[config.mk]
export PLATFORM = sky130hd
export DESIGN_NAME = wb_reg_slave_flat
export DESIGN_NICKNAME = d
export VERILOG_FILES = /design/src/rtl/wb_pkg.sv /design/src/rtl/wb_reg_slave_if.sv /design/src/rtl/wb_slave_regfile.sv /design/src/rtl/wb_reg_slave.sv /design/src/flat_wrapper.sv
export SDC_FILE = /design/constraint.sdc
export NUM_CORES = 1
export LEC_CHECK = 0
export ABC_CLOCK_PERIOD_IN_PS = 2400
export BUFFER_PORTS_ARGS = -buffer_cell sky130_fd_sc_hd__buf_4
export CORE_MARGIN = 3
export CORE_UTILIZATION = 31
export CTS_BUF_LIST = sky130_fd_sc_hd__clkbuf_16
export CTS_CLUSTER_DIAMETER = 40
export DETAILED_ROUTE_END_ITERATION = 6
export MAX_ROUTING_LAYER = met4
export REMOVE_ABC_BUFFERS = 1
export SKIP_CTS_REPAIR_TIMING = 1
export SLEW_MARGIN = 20
export SYNTH_ARGS = -nofsm -noshare
export SYNTH_HDL_FRONTEND = slang
export SYNTH_SLANG_ARGS = --single-unit
[constraint.sdc]
create_clock -name clk -period 2.4 [get_ports clk]
set_input_delay 0.24 -clock clk [delete_from_list [all_inputs] [get_ports clk]]
set_output_delay 0.24 -clock clk [all_outputs]
set_load 0.05 [all_outputs]
[src/rtl/wb_pkg.sv]
// Shared definitions for the Wishbone register slave: FSM state encoding,
// access-counter width and a saturating increment helper.
package wb_pkg;

  typedef enum logic [1:0] {
    IDLE = 2'd0,
    WAIT = 2'd1,
    ACK  = 2'd2,
    HOLD = 2'd3
  } wb_state_e;

  localparam int CNT_WIDTH = 16;

  function automatic logic [CNT_WIDTH-1:0] sat_inc(input logic [CNT_WIDTH-1:0] value);
    return (value == '1) ? value : value + 16'd1;
  endfunction

endpackage

[src/rtl/wb_reg_slave_if.sv]
// Point-to-point Wishbone classic bus between the test master and the register slave.
interface wb_reg_slave_if #(
  parameter int ADDR_WIDTH = 32,
  parameter int DATA_WIDTH = 32
);
  logic                  cyc_i;
  logic                  stb_i;
  logic                  we_i;
  logic [ADDR_WIDTH-1:0] adr_i;
  logic [DATA_WIDTH-1:0] dat_i;
  logic [DATA_WIDTH-1:0] dat_o;
  logic                  ack_o;
  logic                  err_o;

  modport master (
    output cyc_i, stb_i, we_i, adr_i, dat_i,
    input  dat_o, ack_o, err_o
  );

  modport slave (
    input  cyc_i, stb_i, we_i, adr_i, dat_i,
    output dat_o, ack_o, err_o
  );
endinterface

[src/rtl/wb_slave_regfile.sv]
// DEPTH x DATA_WIDTH register array with one write port, one registered read
// port and an asynchronous active-low clear of every word.
module wb_slave_regfile
  import wb_pkg::*;
#(
  parameter int DEPTH      = 16,
  parameter int DATA_WIDTH = 32,
  parameter int IDX_WIDTH  = 4
) (
  input  logic                  clk,
  input  logic                  rst,
  input  logic                  wr_en,
  input  logic [IDX_WIDTH-1:0]  wr_addr,
  input  logic [DATA_WIDTH-1:0] wr_data,
  input  logic                  rd_en,
  input  logic                  rd_zero,
  input  logic [IDX_WIDTH-1:0]  rd_addr,
  output logic [DATA_WIDTH-1:0] rd_data
);

  logic [DATA_WIDTH-1:0] mem [DEPTH];

  // rd_data only moves on a read, so it holds its last value between acks.
  always_ff @(posedge clk or negedge rst) begin
    if (!rst) begin
      for (int i = 0; i < DEPTH; i++) begin
        mem[i] <= '0;
      end
      rd_data <= '0;
    end else begin
      if (wr_en) begin
        mem[wr_addr] <= wr_data;
      end
      if (rd_en) begin
        rd_data <= rd_zero ? '0 : mem[rd_addr];
      end
    end
  end

endmodule

[src/rtl/wb_reg_slave.sv]
// Wishbone classic register slave: FSM with configurable wait states, address
// window decode, saturating access counters and a sticky out-of-range flag.
module wb_reg_slave
  import wb_pkg::*;
#(
  parameter int BASE_ADDRESS = 0,
  parameter int DATA_WIDTH   = 32,
  parameter int ADDR_WIDTH   = 32,
  parameter int DEPTH        = 16,
  parameter int WAIT_STATES  = 0
) (
  input  logic                 clk,
  input  logic                 rst,
  wb_reg_slave_if.slave        bus,
  output logic [CNT_WIDTH-1:0] wr_count,
  output logic [CNT_WIDTH-1:0] rd_count
);

  localparam int                    IDX_WIDTH = (DEPTH > 1) ? $clog2(DEPTH) : 1;
  localparam logic [ADDR_WIDTH-1:0] BASE      = ADDR_WIDTH'(BASE_ADDRESS);
  localparam logic [ADDR_WIDTH-1:0] SPAN      = ADDR_WIDTH'(DEPTH);
  localparam logic [3:0]            WS_LOAD   = 4'(WAIT_STATES);

  wb_state_e             state_reg, state_next;
  logic [3:0]            wcnt_reg, wcnt_next;
  logic [ADDR_WIDTH-1:0] adr_reg;
  logic                  we_reg;
  logic [DATA_WIDTH-1:0] dat_reg;
  logic                  err_reg;
  logic [CNT_WIDTH-1:0]  wr_count_reg, rd_count_reg;

  logic                  req;
  logic [ADDR_WIDTH-1:0] sel_adr;
  logic                  sel_we;
  logic [DATA_WIDTH-1:0] sel_dat;
  logic [ADDR_WIDTH-1:0] offset;
  logic                  in_range;
  logic                  go_ack;

  assign req = bus.cyc_i & bus.stb_i;

  // With zero wait states the ack edge is the capture edge, so decode must
  // look at the live bus in IDLE and at the captured request afterwards.
  always_comb begin
    sel_adr = adr_reg;
    sel_we  = we_reg;
    sel_dat = dat_reg;
    if (state_reg == IDLE) begin
      sel_adr = bus.adr_i;
      sel_we  = bus.we_i;
      sel_dat = bus.dat_i;
    end
  end

  assign offset   = sel_adr - BASE;
  assign in_range = (sel_adr >= BASE) && (offset < SPAN);

  always_comb begin
    state_next = state_reg;
    wcnt_next  = wcnt_reg;
    case (state_reg)
      IDLE: begin
        if (req) begin
          if (WAIT_STATES == 0) begin
            state_next = ACK;
          end else begin
            state_next = WAIT;
            wcnt_next  = WS_LOAD;
          end
        end
      end
      WAIT: begin
        if (!bus.cyc_i) begin
          state_next = IDLE;
        end else if (wcnt_reg == 4'd1) begin
          if (req) begin
            state_next = ACK;
          end
        end else begin
          wcnt_next = wcnt_reg - 4'd1;
        end
      end
      ACK:  state_next = HOLD;
      HOLD: begin
        if (!req) begin
          state_next = IDLE;
        end
      end
      default: state_next = IDLE;
    endcase
  end

  // Writes, reads and counters all take effect on the edge that raises ack_o.
  assign go_ack = (state_next == ACK);

  always_ff @(posedge clk or negedge rst) begin
    if (!rst) begin
      state_reg    <= IDLE;
      wcnt_reg     <= '0;
      adr_reg      <= '0;
      we_reg       <= 1'b0;
      dat_reg      <= '0;
      err_reg      <= 1'b0;
      wr_count_reg <= '0;
      rd_count_reg <= '0;
    end else begin
      state_reg <= state_next;
      wcnt_reg  <= wcnt_next;
      if (state_reg == IDLE && req) begin
        adr_reg <= bus.adr_i;
        we_reg  <= bus.we_i;
        dat_reg <= bus.dat_i;
      end
      if (go_ack) begin
        if (!in_range) begin
          err_reg <= 1'b1;
        end
        if (sel_we) begin
          wr_count_reg <= sat_inc(wr_count_reg);
        end else begin
          rd_count_reg <= sat_inc(rd_count_reg);
        end
      end
    end
  end

  wb_slave_regfile #(
    .DEPTH      (DEPTH),
    .DATA_WIDTH (DATA_WIDTH),
    .IDX_WIDTH  (IDX_WIDTH)
  ) u_regfile (
    .clk     (clk),
    .rst     (rst),
    .wr_en   (go_ack & sel_we & in_range),
    .wr_addr (offset[IDX_WIDTH-1:0]),
    .wr_data (sel_dat),
    .rd_en   (go_ack & ~sel_we),
    .rd_zero (~in_range),
    .rd_addr (offset[IDX_WIDTH-1:0]),
    .rd_data (bus.dat_o)
  );

  assign bus.ack_o = (state_reg == ACK);
  assign bus.err_o = err_reg;
  assign wr_count  = wr_count_reg;
  assign rd_count  = rd_count_reg;

endmodule

[src/flat_wrapper.sv]
// flat-port wrapper written by rule: the top's interface ports become plain ports
module wb_reg_slave_flat import wb_pkg::*;
#(
  parameter int BASE_ADDRESS = 0,
  parameter int DATA_WIDTH   = 32,
  parameter int ADDR_WIDTH   = 32,
  parameter int DEPTH        = 16,
  parameter int WAIT_STATES  = 0
)
  (clk, rst, wr_count, rd_count, bus_cyc_i, bus_stb_i, bus_we_i, bus_adr_i, bus_dat_i, bus_dat_o, bus_ack_o, bus_err_o);
  wb_reg_slave_if #(.ADDR_WIDTH(ADDR_WIDTH), .DATA_WIDTH(DATA_WIDTH)) bus_i ();
  input  logic clk;
  input  logic rst;
  output logic [CNT_WIDTH-1:0] wr_count;
  output logic [CNT_WIDTH-1:0] rd_count;
  input wire logic [$bits(bus_i.cyc_i)-1:0] bus_cyc_i;
  input wire logic [$bits(bus_i.stb_i)-1:0] bus_stb_i;
  input wire logic [$bits(bus_i.we_i)-1:0] bus_we_i;
  input wire logic [$bits(bus_i.adr_i)-1:0] bus_adr_i;
  input wire logic [$bits(bus_i.dat_i)-1:0] bus_dat_i;
  output wire logic [$bits(bus_i.dat_o)-1:0] bus_dat_o;
  output wire logic [$bits(bus_i.ack_o)-1:0] bus_ack_o;
  output wire logic [$bits(bus_i.err_o)-1:0] bus_err_o;
  assign bus_i.cyc_i = bus_cyc_i;
  assign bus_i.stb_i = bus_stb_i;
  assign bus_i.we_i = bus_we_i;
  assign bus_i.adr_i = bus_adr_i;
  assign bus_i.dat_i = bus_dat_i;
  assign bus_dat_o = bus_i.dat_o;
  assign bus_ack_o = bus_i.ack_o;
  assign bus_err_o = bus_i.err_o;
  wb_reg_slave #(.BASE_ADDRESS(BASE_ADDRESS), .DATA_WIDTH(DATA_WIDTH), .ADDR_WIDTH(ADDR_WIDTH), .DEPTH(DEPTH), .WAIT_STATES(WAIT_STATES)) u_core (.clk(clk), .rst(rst), .bus(bus_i), .wr_count(wr_count), .rd_count(rd_count));
endmodule
==> impl_summary.txt <==
----------------------------------------------------
[Status]
  Run status ... finished with violations
  Violated checks ... negative setup slack

[Synthesis]
  Asr flop ratio synth ... 100.0%
  Main area contributors after synthesis ... sky130_fd_sc_hd__dfrtp_1 58%, sky130_fd_sc_hd__mux2_2 23%, sky130_fd_sc_hd__o22ai_1 5.8%, sky130_fd_sc_hd__o21ai_0 3.0%, sky130_fd_sc_hd__nand2_1 2.0%
  Proportion of netlist area held by the largest area contributor ... 58.42%
  Mapped cell area ... between 20000 and 30000 sq um
  Synth cell types ... 40
  Post-synthesis cell type with the largest combined area ... sky130_fd_sc_hd__dfrtp_1
  Warning count from the yosys run ... 0
  Synth Register Bits ... 648
  Gate count of the mapped netlist ... roughly 2200
  Sequential-to-total area share from yosys stat ... 58.42%
  Mean Syn Cell Area ... around 13 sq um
  Number of enable flip-flop cells after synthesis ... 0
  Primary flip-flop cell chosen by synthesis mapping ... sky130_fd_sc_hd__dfrtp_1

[Route]
  Number of routed nets with antenna violations ... 0
  Via Count ... 19370
  Number of DRC violations after detailed routing ... 0
  WL final ... 80530 um
  Per-cell via count in the routed design ... 5.237
  Detailed-routing iteration count for the pre-antenna-repair pass ... 5
  Routed WL per cell ... around 22 um
  Drt initial violations ... between 1500 and 2000

[STA]
  Final hold violation count ... 0
  Post-Route Skew ... between 0.04 and 0.05 ns
  Setup tns final ... -17.18 ns
  RSZ-0062 raised after global routing ... true
  Final slew viol count ... 0
  Maximum operating frequency ... 0.4014 GHz
  Final period utilization ... 103.8%
  Final number of setup-violating endpoints ... 458
  Worst relative slew slack ... approximately 57%
  Worst path setup slack after routing ... -0.09121 ns
  Tightest Pin Transition ... 0.6446 ns
  Crit path time final ... 2.491 ns

[Worst setup path]
  Most frequent cell on the critical path ... sky130_fd_sc_hd__buf_12
  Worst-path fanout max ... 12
  Kind of capture point of the worst setup path ... flip-flop
  Slowest-stage cell, CP ... sky130_fd_sc_hd__dfrtp_1
  Sum of buffers and inverters on the critical path ... 5
  Required time at the worst-slack endpoint ... 2.92 ns
  Worst stage delay on the critical path ... 0.39 ns
  Chain of cells forming the critical path ... inv_2 > ha_4 > or3b_4 > a2111oi_4 > buf_4 > buf_12 > nand4_1 > buf_6 > buf_12 > mux2_2
  Endpoint of the lowest-slack register-to-register path ... u_core.u_regfile.mem[9]
  Cell family with the largest share of critical-path delay ... buffers and inverters
  R2r startpoint ... u_core.wcnt_reg[1]
  Number of cells on the worst reg-to-reg path ... 10
  Critical Path AT ... 3.01 ns
  CP startpoint kind ... flip-flop
  Worst reg2reg setup slack ... -0.09 ns
  Critical path class ... reg -> reg

[Power and ir drop]
  Clock power share ... 37.2%
  Combinational group share of total power ... 32.7%
  Sequential share of power ... 30.1%
  Maximum vdd drop ... approximately 0.66 mV
  Total net switching power ... 14450 uW
  Power after layout ... 41170 uW
  Internal power summed over all cells ... 26720 uW
  Sw frac ... 35.10%
  Lkg Pwr ... 0.01734 uW
  PwrDens ... around 1100 nW/um^2

[Floorplanning]
  Floorplan die width ... about 300 um
  Placement Rows ... 109
  Core Area ... 88650 sq um
  Full die area ... 93160 sq um
  Effective utilization at floorplan ... 31.31%
  Die height ... around 300 um
  Number of top-level pins ... approximately 140

[Layout]
  # nets final ... around 2500
  Largest register FFs ... 512
  Reg with most FFs ... u_core.u_regfile.mem
  Area added between synthesis and finish ... 29.74%
  Proportion of layout cells with a drive suffix above 1 ... 41.51%

[Clock tree]
  H-tree depth reported by CTS ... 3
  TritonCTS Buffers ... 99
  TritonCTS clock tree ... built
  Maximum buffer depth of the clock tree ... 3
  Clock Root Buffer ... sky130_fd_sc_hd__clkbuf_16
  Clock Latency Late Sink ... 0.66 ns
  Sink count of the clock tree ... 648
  Clock transition at the register clock pins on the worst setup and hold paths after CTS ... 0.05 ns

[Global route]
  Pin count of the biggest net entering global routing ... 110
  Number of global-route vias before repair ... between 20000 and 25000
  Tot GR Track Use ... 16.88%
  Wire length of the first global-routing pass ... 120400 um
  Initial antenna violation count ... 2
  Total congestion overflow after global routing ... 0

[Placement]
  IO buf count ... 134
  Final GP Congestion ... 0.8163
  Half-perimeter wire length after placement ... 45940 um

[Worst hold path]
  Min-delay worst type ... in -> async

[Run]
  Max-cap violations ... 0

----------------------------------------------------
## cell usage in the layout, fill, tap and decap left out, types with 11 or more instances in the layout
cell type and count:
sky130_fd_sc_hd__buf_4 216, sky130_fd_sc_hd__xor2_1 11, sky130_fd_sc_hd__buf_12 54, sky130_fd_sc_hd__o21ai_0 146, sky130_fd_sc_hd__clkbuf_16 108, sky130_fd_sc_hd__nand4_1 57
sky130_fd_sc_hd__nor2_1 11, sky130_fd_sc_hd__mux2_2 557, sky130_fd_sc_hd__xnor2_1 22, sky130_fd_sc_hd__mux2_1 13, sky130_fd_sc_hd__nand3_1 17, sky130_fd_sc_hd__o22ai_1 256
sky130_fd_sc_hd__nand2_1 145, sky130_fd_sc_hd__inv_1 17, sky130_fd_sc_hd__dlygate4sd3_1 69, sky130_fd_sc_hd__inv_6 12, sky130_fd_sc_hd__o21ai_1 19, sky130_fd_sc_hd__dfrtp_1 648
sky130_fd_sc_hd__nor4_1 13, sky130_fd_sc_hd__bufinv_16 20
## metal layers
layer	routed length, um	vias up	GRT usage, %	share of wire [%]
met5	0	-	-	0
met4	2255	0	5.662	2.8
met3	3254	159	2.522	4.0
met2	40720	445	28.44	51
met1	34300	10130	20.83	43
li1	-	8637	-	-
## power by group through the flow
stage | logic, uW | registers (uW) | clock network (uW)
2_1_floorplan | 5910 | 12600 | 0
3_3_place_gp | 12800 | 12500 | 0
3_5_place_dp | 13000 | 12500 | 0
4_1_cts | 13100 | 12400 | 15600
5_1_grt | 14500 | 12500 | 16100
6_report | 13400 | 12400 | 15300
## synth_stat cells (2+ instances only)
library cell / instances
sky130_fd_sc_hd__a21oi_1: 4
sky130_fd_sc_hd__a31o_2: 4
sky130_fd_sc_hd__a31oi_1: 3
sky130_fd_sc_hd__and2_1: 3
sky130_fd_sc_hd__and3_1: 9
sky130_fd_sc_hd__and4_1: 2
sky130_fd_sc_hd__buf_1: 5
sky130_fd_sc_hd__buf_2: 36
sky130_fd_sc_hd__clkbuf_1: 135
sky130_fd_sc_hd__dfrtp_1: 648
sky130_fd_sc_hd__ha_1: 4
sky130_fd_sc_hd__inv_1: 8
sky130_fd_sc_hd__mux2_1: 20
sky130_fd_sc_hd__mux2_2: 558
sky130_fd_sc_hd__mux2i_1: 2
sky130_fd_sc_hd__nand2_1: 146
sky130_fd_sc_hd__nand3_1: 23
sky130_fd_sc_hd__nand3b_1: 4
sky130_fd_sc_hd__nand4_1: 57
sky130_fd_sc_hd__nor2_1: 13
sky130_fd_sc_hd__nor4_1: 16
sky130_fd_sc_hd__nor4b_1: 2
sky130_fd_sc_hd__o21ai_0: 164
sky130_fd_sc_hd__o22ai_1: 256
sky130_fd_sc_hd__or3_1: 2
sky130_fd_sc_hd__xnor2_1: 22
sky130_fd_sc_hd__xor2_1: 11
## worst max path at each step
stage	start	to	depth (start not counted)
final	u_core.wcnt_reg[1]	u_core.u_regfile.mem[9]	10
after global placement	u_core.wcnt_reg[1]	u_core.wr_count[9]	9
after detailed placement	u_core.wcnt_reg[1]	u_core.wr_count[15]	9
after floorplan	u_core.state_reg[0]	u_core.u_regfile.rd_data[30]	6
after global routing	u_core.wcnt_reg[1]	u_core.u_regfile.mem[375]	10
after CTS	u_core.wcnt_reg[1]	u_core.wr_count[15]	9
## kinds of logic after synthesis
family / count (synthesis) / synth area share (%)
flops: 648 / 58.42
mux: 580 / 23.52
compound gates: 439 / 9.300
simple gates: 281 / 4.855
buf+inv: 185 / 2.678
xor+xnor: 33 / 1.041
fa+ha+maj: 4 / 0.1803
## metrics by stage
step / utilization [%] / instance area, sq um / hold WS (ns) / instances / setup slack [ns]
after detailed placement: 35.25 / 31250 / 0.1610 / 3423 / -0.1705
after floorplan: - / 27040 / -0.05559 / 1993 / -4.697
final: 40.62 / 36010 / 0.08658 / 3699 / -0.09121
after global placement: 35.25 / 31250 / 0.1587 / 3423 / -0.1212
after CTS: 39.28 / 34820 / -0.5278 / 3604 / -0.1965
after global routing: 40.62 / 36010 / 0.09746 / 3699 / -0.1553
## area by class of cell
class                           count  area (sq um)
Antenna cell                        2         5.005
Timing Repair Buffer              358          3731
Tap cell                         1165          1458
Fill cell                        8119         52640
Sequential cell                   648         16220
Inverter                            8         30.03
Multi-Input combinational cell   1337         11000
Clock inverter                     81          1072
Clock buffer                      100          2502
(Power assumes the default switching activity.)
